File: config.mk
export PLATFORM = sky130hd
export DESIGN_NAME = axi_read_arbiter
export DESIGN_NICKNAME = d
export VERILOG_FILES = /design/src/rtl/axi_arb_pkg.sv /design/src/rtl/axi_rbeat_monitor.sv /design/src/rtl/axi_read_arbiter.sv
export SDC_FILE = /design/constraint.sdc
export NUM_CORES = 1
export LEC_CHECK = 0
export CAP_MARGIN = 20
export CORE_AREA = 8 8 165 167
export CTS_BUF_LIST = sky130_fd_sc_hd__clkbuf_4 sky130_fd_sc_hd__clkbuf_8
export DETAILED_ROUTE_END_ITERATION = 16
export DIE_AREA = 0 0 173 175
export GPL_ROUTABILITY_DRIVEN = 0
export PLACE_DENSITY = 0.51
export SYNTH_ARGS = -nofsm -noshare
export SYNTH_HDL_FRONTEND = slang
export SYNTH_SLANG_ARGS = --single-unit
File: constraint.sdc
create_clock -name clock -period 1.4 [get_ports clock]
set_clock_uncertainty 0.05 [all_clocks]
set_input_delay 0.14 -clock clock [delete_from_list [all_inputs] [get_ports clock]]
set_output_delay 0.14 -clock clock [all_outputs]
set_load 0.02 [all_outputs]
File: src/rtl/axi_arb_pkg.sv
// Shared types for the AXI read-port arbiter:
// FSM states, requester ids and burst codes.
package axi_arb_pkg;

  typedef enum logic [1:0] {
    IDLE = 2'd0,
    ADDR = 2'd1,
    DATA = 2'd2
  } arb_state_e;

  localparam logic REQ_IC = 1'b0;
  localparam logic REQ_DC = 1'b1;

  localparam logic [1:0] BURST_INCR = 2'b01;
  localparam logic [1:0] BURST_WRAP = 2'b10;

endpackage

File: src/rtl/axi_rbeat_monitor.sv
// Beat counter and burst-length checker for the
// R channel; raises a sticky protocol_error flag.
module axi_rbeat_monitor #(
  parameter int len_width = 8
) (
  input  logic                 clock,
  input  logic                 reset,
  input  logic                 ar_hs,
  input  logic [len_width-1:0] arlen,
  input  logic                 r_hs,
  input  logic                 rlast,
  input  logic                 rvalid,
  input  logic                 in_data,
  output logic                 protocol_error
);

  localparam logic [len_width-1:0] ONE = 1;

  logic [len_width-1:0] beat_cnt_q, beat_cnt_d;
  logic [len_width-1:0] exp_len_q, exp_len_d;
  logic                 err_q, err_d;

  // count beats, compare before increment so arlen=255 never wraps early
  always_comb begin
    beat_cnt_d = beat_cnt_q;
    exp_len_d  = exp_len_q;
    err_d      = err_q;
    if (ar_hs) begin
      exp_len_d  = arlen;
      beat_cnt_d = '0;
    end
    if (r_hs) begin
      beat_cnt_d = beat_cnt_q + ONE;
      if (rlast != (beat_cnt_q == exp_len_q))
        err_d = 1'b1;
    end
    if (rvalid && !in_data)
      err_d = 1'b1;
  end

  // counter, length and sticky error registers
  always_ff @(posedge clock or posedge reset) begin
    if (reset) begin
      beat_cnt_q <= '0;
      exp_len_q  <= '0;
      err_q      <= 1'b0;
    end else begin
      beat_cnt_q <= beat_cnt_d;
      exp_len_q  <= exp_len_d;
      err_q      <= err_d;
    end
  end

  assign protocol_error = err_q;

endmodule

File: src/rtl/axi_read_arbiter.sv
// Round-robin arbiter sharing one AXI read port
// between the I-cache and D-cache, one burst at a time.
module axi_read_arbiter
  import axi_arb_pkg::*;
#(
  parameter int addr_width = 64,
  parameter int data_width = 64,
  parameter int len_width  = 8
) (
  input  logic                  clock,
  input  logic                  reset,
  input  logic                  ic_axi_arvalid,
  input  logic [addr_width-1:0] ic_axi_araddr,
  input  logic [len_width-1:0]  ic_axi_arlen,
  input  logic [2:0]            ic_axi_arsize,
  input  logic [1:0]            ic_axi_arburst,
  output logic                  ic_axi_arready,
  output logic                  ic_axi_rvalid,
  output logic [data_width-1:0] ic_axi_rdata,
  output logic                  ic_axi_rlast,
  input  logic                  ic_axi_rready,
  input  logic                  dc_axi_arvalid,
  input  logic [addr_width-1:0] dc_axi_araddr,
  input  logic [len_width-1:0]  dc_axi_arlen,
  input  logic [2:0]            dc_axi_arsize,
  input  logic [1:0]            dc_axi_arburst,
  output logic                  dc_axi_arready,
  output logic                  dc_axi_rvalid,
  output logic [data_width-1:0] dc_axi_rdata,
  output logic                  dc_axi_rlast,
  input  logic                  dc_axi_rready,
  output logic                  m_axi_arvalid,
  output logic [addr_width-1:0] m_axi_araddr,
  output logic [len_width-1:0]  m_axi_arlen,
  output logic [2:0]            m_axi_arsize,
  output logic [1:0]            m_axi_arburst,
  input  logic                  m_axi_arready,
  input  logic                  m_axi_rvalid,
  input  logic [data_width-1:0] m_axi_rdata,
  input  logic                  m_axi_rlast,
  output logic                  m_axi_rready,
  output logic [1:0]            grant,
  output logic                  busy,
  output logic                  protocol_error
);

  arb_state_e state_q, state_d;
  logic [1:0] grant_q, grant_d;
  logic       last_q, last_d;
  logic       sel_dc;
  logic       ar_v;
  logic       rr;
  logic       ar_hs;
  logic       r_hs;
  logic       in_data;

  assign sel_dc  = grant_q[1];
  assign in_data = (state_q == DATA);

  // next state, round-robin pick and channel muxing
  always_comb begin
    state_d        = state_q;
    grant_d        = grant_q;
    last_d         = last_q;
    ar_v           = 1'b0;
    rr             = 1'b0;
    m_axi_arvalid  = 1'b0;
    m_axi_araddr   = '0;
    m_axi_arlen    = '0;
    m_axi_arsize   = '0;
    m_axi_arburst  = '0;
    m_axi_rready   = 1'b0;
    ic_axi_arready = 1'b0;
    dc_axi_arready = 1'b0;
    ic_axi_rvalid  = 1'b0;
    dc_axi_rvalid  = 1'b0;
    ic_axi_rdata   = '0;
    dc_axi_rdata   = '0;
    ic_axi_rlast   = 1'b0;
    dc_axi_rlast   = 1'b0;
    unique case (state_q)
      IDLE: begin
        if (ic_axi_arvalid && dc_axi_arvalid)
          grant_d = (last_q == REQ_DC) ? 2'b01 : 2'b10;
        else if (ic_axi_arvalid)
          grant_d = 2'b01;
        else if (dc_axi_arvalid)
          grant_d = 2'b10;
        if (ic_axi_arvalid || dc_axi_arvalid)
          state_d = ADDR;
      end
      ADDR: begin
        ar_v           = sel_dc ? dc_axi_arvalid : ic_axi_arvalid;
        m_axi_arvalid  = ar_v;
        m_axi_araddr   = sel_dc ? dc_axi_araddr  : ic_axi_araddr;
        m_axi_arlen    = sel_dc ? dc_axi_arlen   : ic_axi_arlen;
        m_axi_arsize   = sel_dc ? dc_axi_arsize  : ic_axi_arsize;
        m_axi_arburst  = sel_dc ? dc_axi_arburst : ic_axi_arburst;
        ic_axi_arready = grant_q[0] & m_axi_arready;
        dc_axi_arready = grant_q[1] & m_axi_arready;
        if (ar_v && m_axi_arready)
          state_d = DATA;
      end
      DATA: begin
        rr            = sel_dc ? dc_axi_rready : ic_axi_rready;
        m_axi_rready  = rr;
        ic_axi_rvalid = grant_q[0] & m_axi_rvalid;
        dc_axi_rvalid = grant_q[1] & m_axi_rvalid;
        ic_axi_rdata  = m_axi_rdata;
        dc_axi_rdata  = m_axi_rdata;
        ic_axi_rlast  = m_axi_rlast;
        dc_axi_rlast  = m_axi_rlast;
        if (m_axi_rvalid && rr && m_axi_rlast) begin
          state_d = IDLE;
          grant_d = 2'b00;
          last_d  = sel_dc;
        end
      end
      default: state_d = IDLE;
    endcase
  end

  // state, owner and round-robin pointer registers
  always_ff @(posedge clock or posedge reset) begin
    if (reset) begin
      state_q <= IDLE;
      grant_q <= 2'b00;
      last_q  <= REQ_DC;
    end else begin
      state_q <= state_d;
      grant_q <= grant_d;
      last_q  <= last_d;
    end
  end

  assign ar_hs = m_axi_arvalid & m_axi_arready;
  assign r_hs  = m_axi_rvalid & m_axi_rready;
  assign grant = grant_q;
  assign busy  = (state_q != IDLE);

  axi_rbeat_monitor #(
    .len_width(len_width)
  ) u_mon (
    .clock          (clock),
    .reset          (reset),
    .ar_hs          (ar_hs),
    .arlen          (m_axi_arlen),
    .r_hs           (r_hs),
    .rlast          (m_axi_rlast),
    .rvalid         (m_axi_rvalid),
    .in_data        (in_data),
    .protocol_error (protocol_error)
  );

endmodule

==> impl_metrics.tcl, run 1 <==
set metrics [dict create \
    postSynthAreaPerCell_um2 7.726 \
    clk_path_buf_depth 2 \
    grtUsageTotal_pct 15.11 \
    path_max_fanout 6 \
    dp_hpwl_um 18970 \
    grt_pass1_wl_um 35370 \
    grt_start_max_net_pins 27 \
    yosys.area.top_type "mux2i_1" \
    core.rowCount 58 \
    htree_levels 1 \
    hp-class "in2async" \
    synth_top_area_share_pct 24.81 \
    diodes 0 \
    dpl-instance-area_um2 8851 \
    synth.net_count 651 \
    ys.flop_type "dfrtp_1" \
    fin_crit_sh_pct 136.1 \
    max_freq_mhz 525.0 \
    reg2reg_depth 6 \
    synthMostInstantiatedCell "mux2i_1" \
    setup_viol 237 \
    critPathLaunchType "flip-flop" \
    wirelength_um 25150 \
    synth_edf_count 0 \
    synth_area_um2 3268 \
    drive_gt1_share_pct 64.61 \
    fin_area_um2 11010 \
    wl_per_cell_um 20.33 \
    synthesis.instances 423 \
    path_class "reg2reg" \
    pre_cts_ws_ns -0.6187 \
    drc_errors 0 \
    ys_seq_area_share_pct 16.88 \
    die_w_um 173 \
    port_buffers 443 \
    outcome "finished, violations left" \
    fin_ws_ns -0.5048 \
    die_area_um2 30280 \
    ys_warn_count 0 \
    finalMaxSlewViolations 0 \
    path_clk_slew_ns 0.08 \
    crit_path_frequent_cell "buf_6" \
    cts_tree "built" \
    fin_tns_setup_ns -82.99 \
    maxSlewHeadroom_pct 74.43 \
    gr-total-overflow 0 \
    worstPathCellList "buf_6 -> buf_6 -> mux2i_4 -> buf_6 -> or3_4 -> a22o_1" \
    dr.pass1.iters 4 \
    path_depth 6 \
    slowest_delay_ns 0.53 \
    slowest_stage "dfrtp_4" \
    cp.arrival_ns 2.01 \
    required_ns 1.51 \
    max-vdd-ir-drop_mv 0.9305 \
    clk_latency_ns 0.26 \
    io_pins 444 \
    crit_path_end_kind "flip-flop" \
    start_util_pct 13.25 \
    hold_buffers 0 \
    cts_buffers 3 \
    worst_pin_slew_ns 0.3739 \
    rsz0062_at_grt "true" \
    areaGrowthSynthToFinish_pct 236.8 \
    leakage_nw 4.579 \
    finalCriticalPeriod_ns 1.905 \
    nNetsFinal 1136 \
    synthArstFlopShare_pct 100.0 \
    root_buffer "clkbuf_8" \
    synth-seq-cells 22 \
    initialDrtViolationCount 84 \
    final_hold_viol_count 0 \
    ant_nets 0 \
    synth.top_cells.by_count "81 x mux2i_1, 80 x nor2_1, 71 x buf_4, 68 x and2_1, 21 x dfrtp_1" \
    cpLargestDelayFamily "flip-flops" \
    die-height_um 175 \
    vias_per_cell 3.893 \
    hold_ws_ns 0.1721 \
    vias 4816 \
    fillCellCount 2297 \
    critPathBufInv 3 \
    failed_checks "setup timing" \
    cap_violations 0 \
    synth.distinct_cells 39 \
    antenna_found_initial 0 \
    power.density_nw_per_um2 1834 \
    grt_pass1_vias 5085 \
    cts.sinks 22 \
    synth.top_cells.by_area "mux2i_1 25%, buf_4 16%, dfrtp_1 16%, and2_1 13%, nor2_1 9.2%" \
    core_area_um2 24670 \
]
==> tightest hold or removal path, stage by stage <==
cell,delay (ns)
clkdlybuf4s50_1,0.40
inv_1,0.05
buf_4,0.29
==> state kept, by name, summed over array words and instances, names as in the netlist <==
register              count
u_mon.beat_cnt_q          8
u_mon.exp_len_q           8
grant                     2
state_q                   2
last_q                    1
u_mon.protocol_error      1
==> stage by stage <==
stage,util (%),instances,power [mW]
after floorplan,-,423,9.531
after global placement,35.87,1150,14.54
after detailed placement,35.87,1150,14.55
after CTS,40.36,1215,17.78
after global routing,44.61,1237,21.17
final,44.61,1237,20.19
==> cells by family after synthesis <==
family	after synthesis	synth area share (%)
buffers and inverters	99	20.18
AND/OR/NAND/NOR	182	28.45
XOR/XNOR	9	2.412
adder cells (fa/ha/maj)	1	0.3828
flip-flops	22	16.88
AO/OA/AOI/OAI	27	6.203
multiplexers	83	25.50
==> path summary, 6_finish.rpt <==
kind / endpoint / slack (ns) / startpoint
min: state_q[1]$_DFFE_PP0P_ / 0.17 / reset
max reg2reg: u_mon.exp_len_q[2]$_DFFE_PP0P_ / -0.50 / grant[1]$_DFFE_PP0P_
max in group asynchronous: last_q$_DFFE_PP1P_ / 0.85 / reset
max: u_mon.exp_len_q[2]$_DFFE_PP0P_ / -0.50 / grant[1]$_DFFE_PP0P_
min in group clock: u_mon.protocol_error$_DFFE_PP0P_ / 0.44 / u_mon.protocol_error$_DFFE_PP0P_
min reg2reg: u_mon.protocol_error$_DFFE_PP0P_ / 0.44 / u_mon.protocol_error$_DFFE_PP0P_
==> layout make-up <==
type	instances	area (µm²)	share of cell area, %
Timing Repair Buffer	572	6347	57.67
Inverter	6	22.52	0.2046
Tap cell	330	412.9	3.751
Multi-Input combinational cell	303	3618	32.87
Clock buffer	4	48.80	0.4433
Sequential cell	22	556.8	5.059
==> layer usage <==
layer,vias to the layer above,GRT usage [%],part of all wire (%)
met5,-,0,0
met4,0,0.4312,0.25
met3,6,3.194,5.4
met2,183,31.17,58
met1,2291,16.04,36
li1,2336,-,-
==> cells in the final DEF, fill, tap and decap left out, types with 3 or more instances in the layout <==
| cell | count |
|---|---|
| xnor2_1 | 9 |
| dfrtp_1 | 19 |
| clkdlybuf4s50_1 | 226 |
| buf_4 | 67 |
| and2_4 | 68 |
| mux2i_4 | 59 |
| buf_8 | 8 |
| mux2i_2 | 10 |
| clkbuf_8 | 3 |
| buf_6 | 232 |
| a21o_1 | 4 |
| dlygate4sd2_1 | 5 |
| and3_1 | 3 |
| nor2_4 | 63 |
| bufbuf_16 | 3 |
| o21ai_2 | 3 |
| buf_16 | 11 |
| buf_12 | 11 |
| nand4_1 | 4 |
| nor2_2 | 17 |
| nand2_1 | 5 |
| mux2i_1 | 12 |
| a22o_1 | 8 |
| inv_1 | 6 |
| clkbuf_16 | 7 |
| and3_4 | 3 |
==> where the power goes <==
part,switching [mW],total [mW],internal [mW]
combinational,8.37,18.7,10.3
clock,0.215,0.437,0.222
sequential,0.190,1.04,0.854
total,8.77,20.2,11.4
==> what timing repair did <==
action / in CTS / in global routing
gates resized for setup: 1207 / 269
gates cloned: 12 / 8
pin swaps: 42 / 68
setup buffers: 49 / 17
endpoints found under the setup margin: 239 / 237
No activity file was read; power rests on OpenSTA's default activity.
==> inputs of run 2 (changes only) <==
--- a/config.mk
+++ b/config.mk
@@ -5,7 +5,6 @@
 export SDC_FILE = /design/constraint.sdc
 export NUM_CORES = 1
 export LEC_CHECK = 0
-export CAP_MARGIN = 20
 export CORE_AREA = 8 8 165 167
 export CTS_BUF_LIST = sky130_fd_sc_hd__clkbuf_4 sky130_fd_sc_hd__clkbuf_8
 export DETAILED_ROUTE_END_ITERATION = 16
==> results of run 2 <==
The final DEF is identical to that of run 1; final timing and power are the same.
==> inputs of run 3 (changes only) <==
--- a/config.mk
+++ b/config.mk
@@ -11,6 +11,7 @@
 export DIE_AREA = 0 0 173 175
 export GPL_ROUTABILITY_DRIVEN = 0
 export PLACE_DENSITY = 0.51
+export RECOVER_POWER = 100
 export SYNTH_ARGS = -nofsm -noshare
 export SYNTH_HDL_FRONTEND = slang
 export SYNTH_SLANG_ARGS = --single-unit
==> run 3 against run 2 <==
  * The run still ends with setup timing left
  * Clock-buffer cell count stayed put
  * Power about the same
  * Register-to-register slack hardly changed
  * Largest cell class unchanged
==> impl_metrics.tcl, run 3 (same netlist as run 1, synthesis figures left out) <==
set metrics [dict create \
    outcome "finished, violations left" \
    failed_checks "setup timing" \
    grt_start_max_net_pins 27 \
    port_buffers 443 \
    hp-class "in2async" \
    core_area_um2 24670 \
    finalMaxSlewViolations 0 \
    grtUsageMet2_pct 31.17 \
    setup_viol 237 \
    clkPwrFrac_pct 2.2 \
    cp.arrival_ns 2.01 \
    power.density_nw_per_um2 1834 \
    leakage_nw 4.574 \
    pre_cts_ws_ns -0.6187 \
    cap_violations 0 \
    cts.sinks 22 \
    rr_startpoint "grant[1]$_DFFE_PP0P_" \
    fin_tns_setup_ns -82.98 \
    htree_levels 1 \
    die_w_um 173 \
    fin_area_um2 11000 \
    final_cell_mix "232 x buf_6, 225 x clkdlybuf4s50_1, 68 x and2_4" \
    r2r_slack_ns -0.50 \
    antenna_found_initial 0 \
    switching_share_pct 43.47 \
    dp_hpwl_um 18970 \
    busiest_layer "met2" \
    power_frac_seq_pct 5.2 \
    maxSlewHeadroom_pct 60.21 \
    clk_latency_ns 0.26 \
    pwr-share-comb_pct 92.7 \
    hold_buffers 0 \
    worst_pin_slew_ns 0.5969 \
    path_clk_slew_ns 0.08 \
    die_area_um2 30280 \
    grtUsageTotal_pct 15.11 \
    root_buffer "clkbuf_8" \
    power_mw 20.18 \
    drc_errors 0 \
    cts_tree "built" \
    io_pins 444 \
    grt_use_met1_pct 16.04 \
    rsz0062_at_grt "true" \
    required_ns 1.51 \
    diodes 0 \
    internal-power_mw 11.41 \
    fin_ws_ns -0.5048 \
    cts_buffers 3 \
    reg_top3 "u_mon.beat_cnt_q: 8 flops, u_mon.exp_len_q: 8 flops" \
    vias_per_cell 3.892 \
    finalCriticalPeriod_ns 1.905 \
    max-vdd-ir-drop_mv 0.9305 \
    final_util_pct 44.58 \
    fin_crit_sh_pct 136.1 \
    final_hold_viol_count 0 \
    final_common_cell "buf_6" \
    die-height_um 175 \
    dpl-instance-area_um2 8851 \
    gr-total-overflow 0 \
    areaGrowthSynthToFinish_pct 236.6 \
    wirelength_um 25140 \
    dr.pass1.iters 4 \
    critPathLaunchType "flip-flop" \
    max_freq_mhz 525.0 \
    clk_path_buf_depth 2 \
    met3_usage_pct 3.194 \
    start_util_pct 13.25 \
    crit_path_end_kind "flip-flop" \
    wl_per_cell_um 20.32 \
    drive_gt1_share_pct 64.50 \
    path_max_fanout 6 \
    core.rowCount 58 \
    p_switching_mw 8.770 \
    worstReg2RegEnd "u_mon.exp_len_q[2]$_DFFE_PP0P_" \
    grt_pass1_wl_um 35370 \
    nNetsFinal 1136 \
    ant_nets 0 \
    path_class "reg2reg" \
    grt_pass1_vias 5085 \
    initialDrtViolationCount 84 \
    vias 4814 \
    reg2reg_depth 6 \
]
[run 3: worst max-delay path by stage]
stage,start,end,slack (ns),depth (start not counted)
finish,grant[1]$_DFFE_PP0P_,u_mon.exp_len_q[2]$_DFFE_PP0P_,-0.50,6
global route,grant[1]$_DFFE_PP0P_,u_mon.exp_len_q[7]$_DFFE_PP0P_,-0.57,6
CTS,grant[1]$_DFFE_PP0P_,u_mon.exp_len_q[4]$_DFFE_PP0P_,-0.53,6
detailed placement,grant[1]$_DFFE_PP0P_,m_axi_araddr[43],-0.62,4
global placement,grant[1]$_DFFE_PP0P_,m_axi_araddr[43],-0.61,4
floorplan,grant[1]$_DFFE_PP0P_,u_mon.exp_len_q[0]$_DFFE_PP0P_,-0.16,4
[run 3: critical path: stages, from the launching register on]
cell and delay (ns):
dfrtp_4 0.53, buf_6 0.15, buf_6 0.11, mux2i_4 0.19
buf_6 0.13, or3_4 0.42, a22o_1 0.22
[run 3: per-stage QoR]
step,std cells,hold WS (ns)
2_1_floorplan,423,0.07841
6_report,1237,0.4141
3_5_place_dp,1150,0.4478
5_1_grt,1237,0.4682
3_3_place_gp,1150,0.4354
4_1_cts,1215,0.1863
[run 3: timing repair]
item / 4_1_cts / 5_1_grt
gates resized for setup: 1207 / 269
buffers inserted: 49 / 17
pin swaps: 42 / 68
endpoints found under the setup margin: 239 / 237
gates cloned: 12 / 8
[run 3: routing by layer]
| metal | up-vias | part of all wire, % |
|---|---|---|
| met5 | - | 0 |
| met4 | 0 | 0.25 |
| met3 | 6 | 5.4 |
| met2 | 183 | 58 |
| met1 | 2289 | 36 |
| li1 | 2336 | - |
[run 3: power groups by stage]
stage,Combinational [mW],Sequential (mW),Clock (mW)
3_3_place_gp,13.5,1.06,0
5_1_grt,19.6,1.08,0.489
3_5_place_dp,13.5,1.07,0
2_1_floorplan,8.51,1.02,0
4_1_cts,16.3,1.04,0.455
6_report,18.7,1.04,0.437
[run 3: layout make-up]
cell class	instances	area (µm²)
Timing Repair Buffer	572	6341
Fill cell	2299	13670
Clock buffer	4	48.80
Sequential cell	22	556.8
Inverter	6	22.52
Tap cell	330	412.9
Multi-Input combinational cell	303	3618
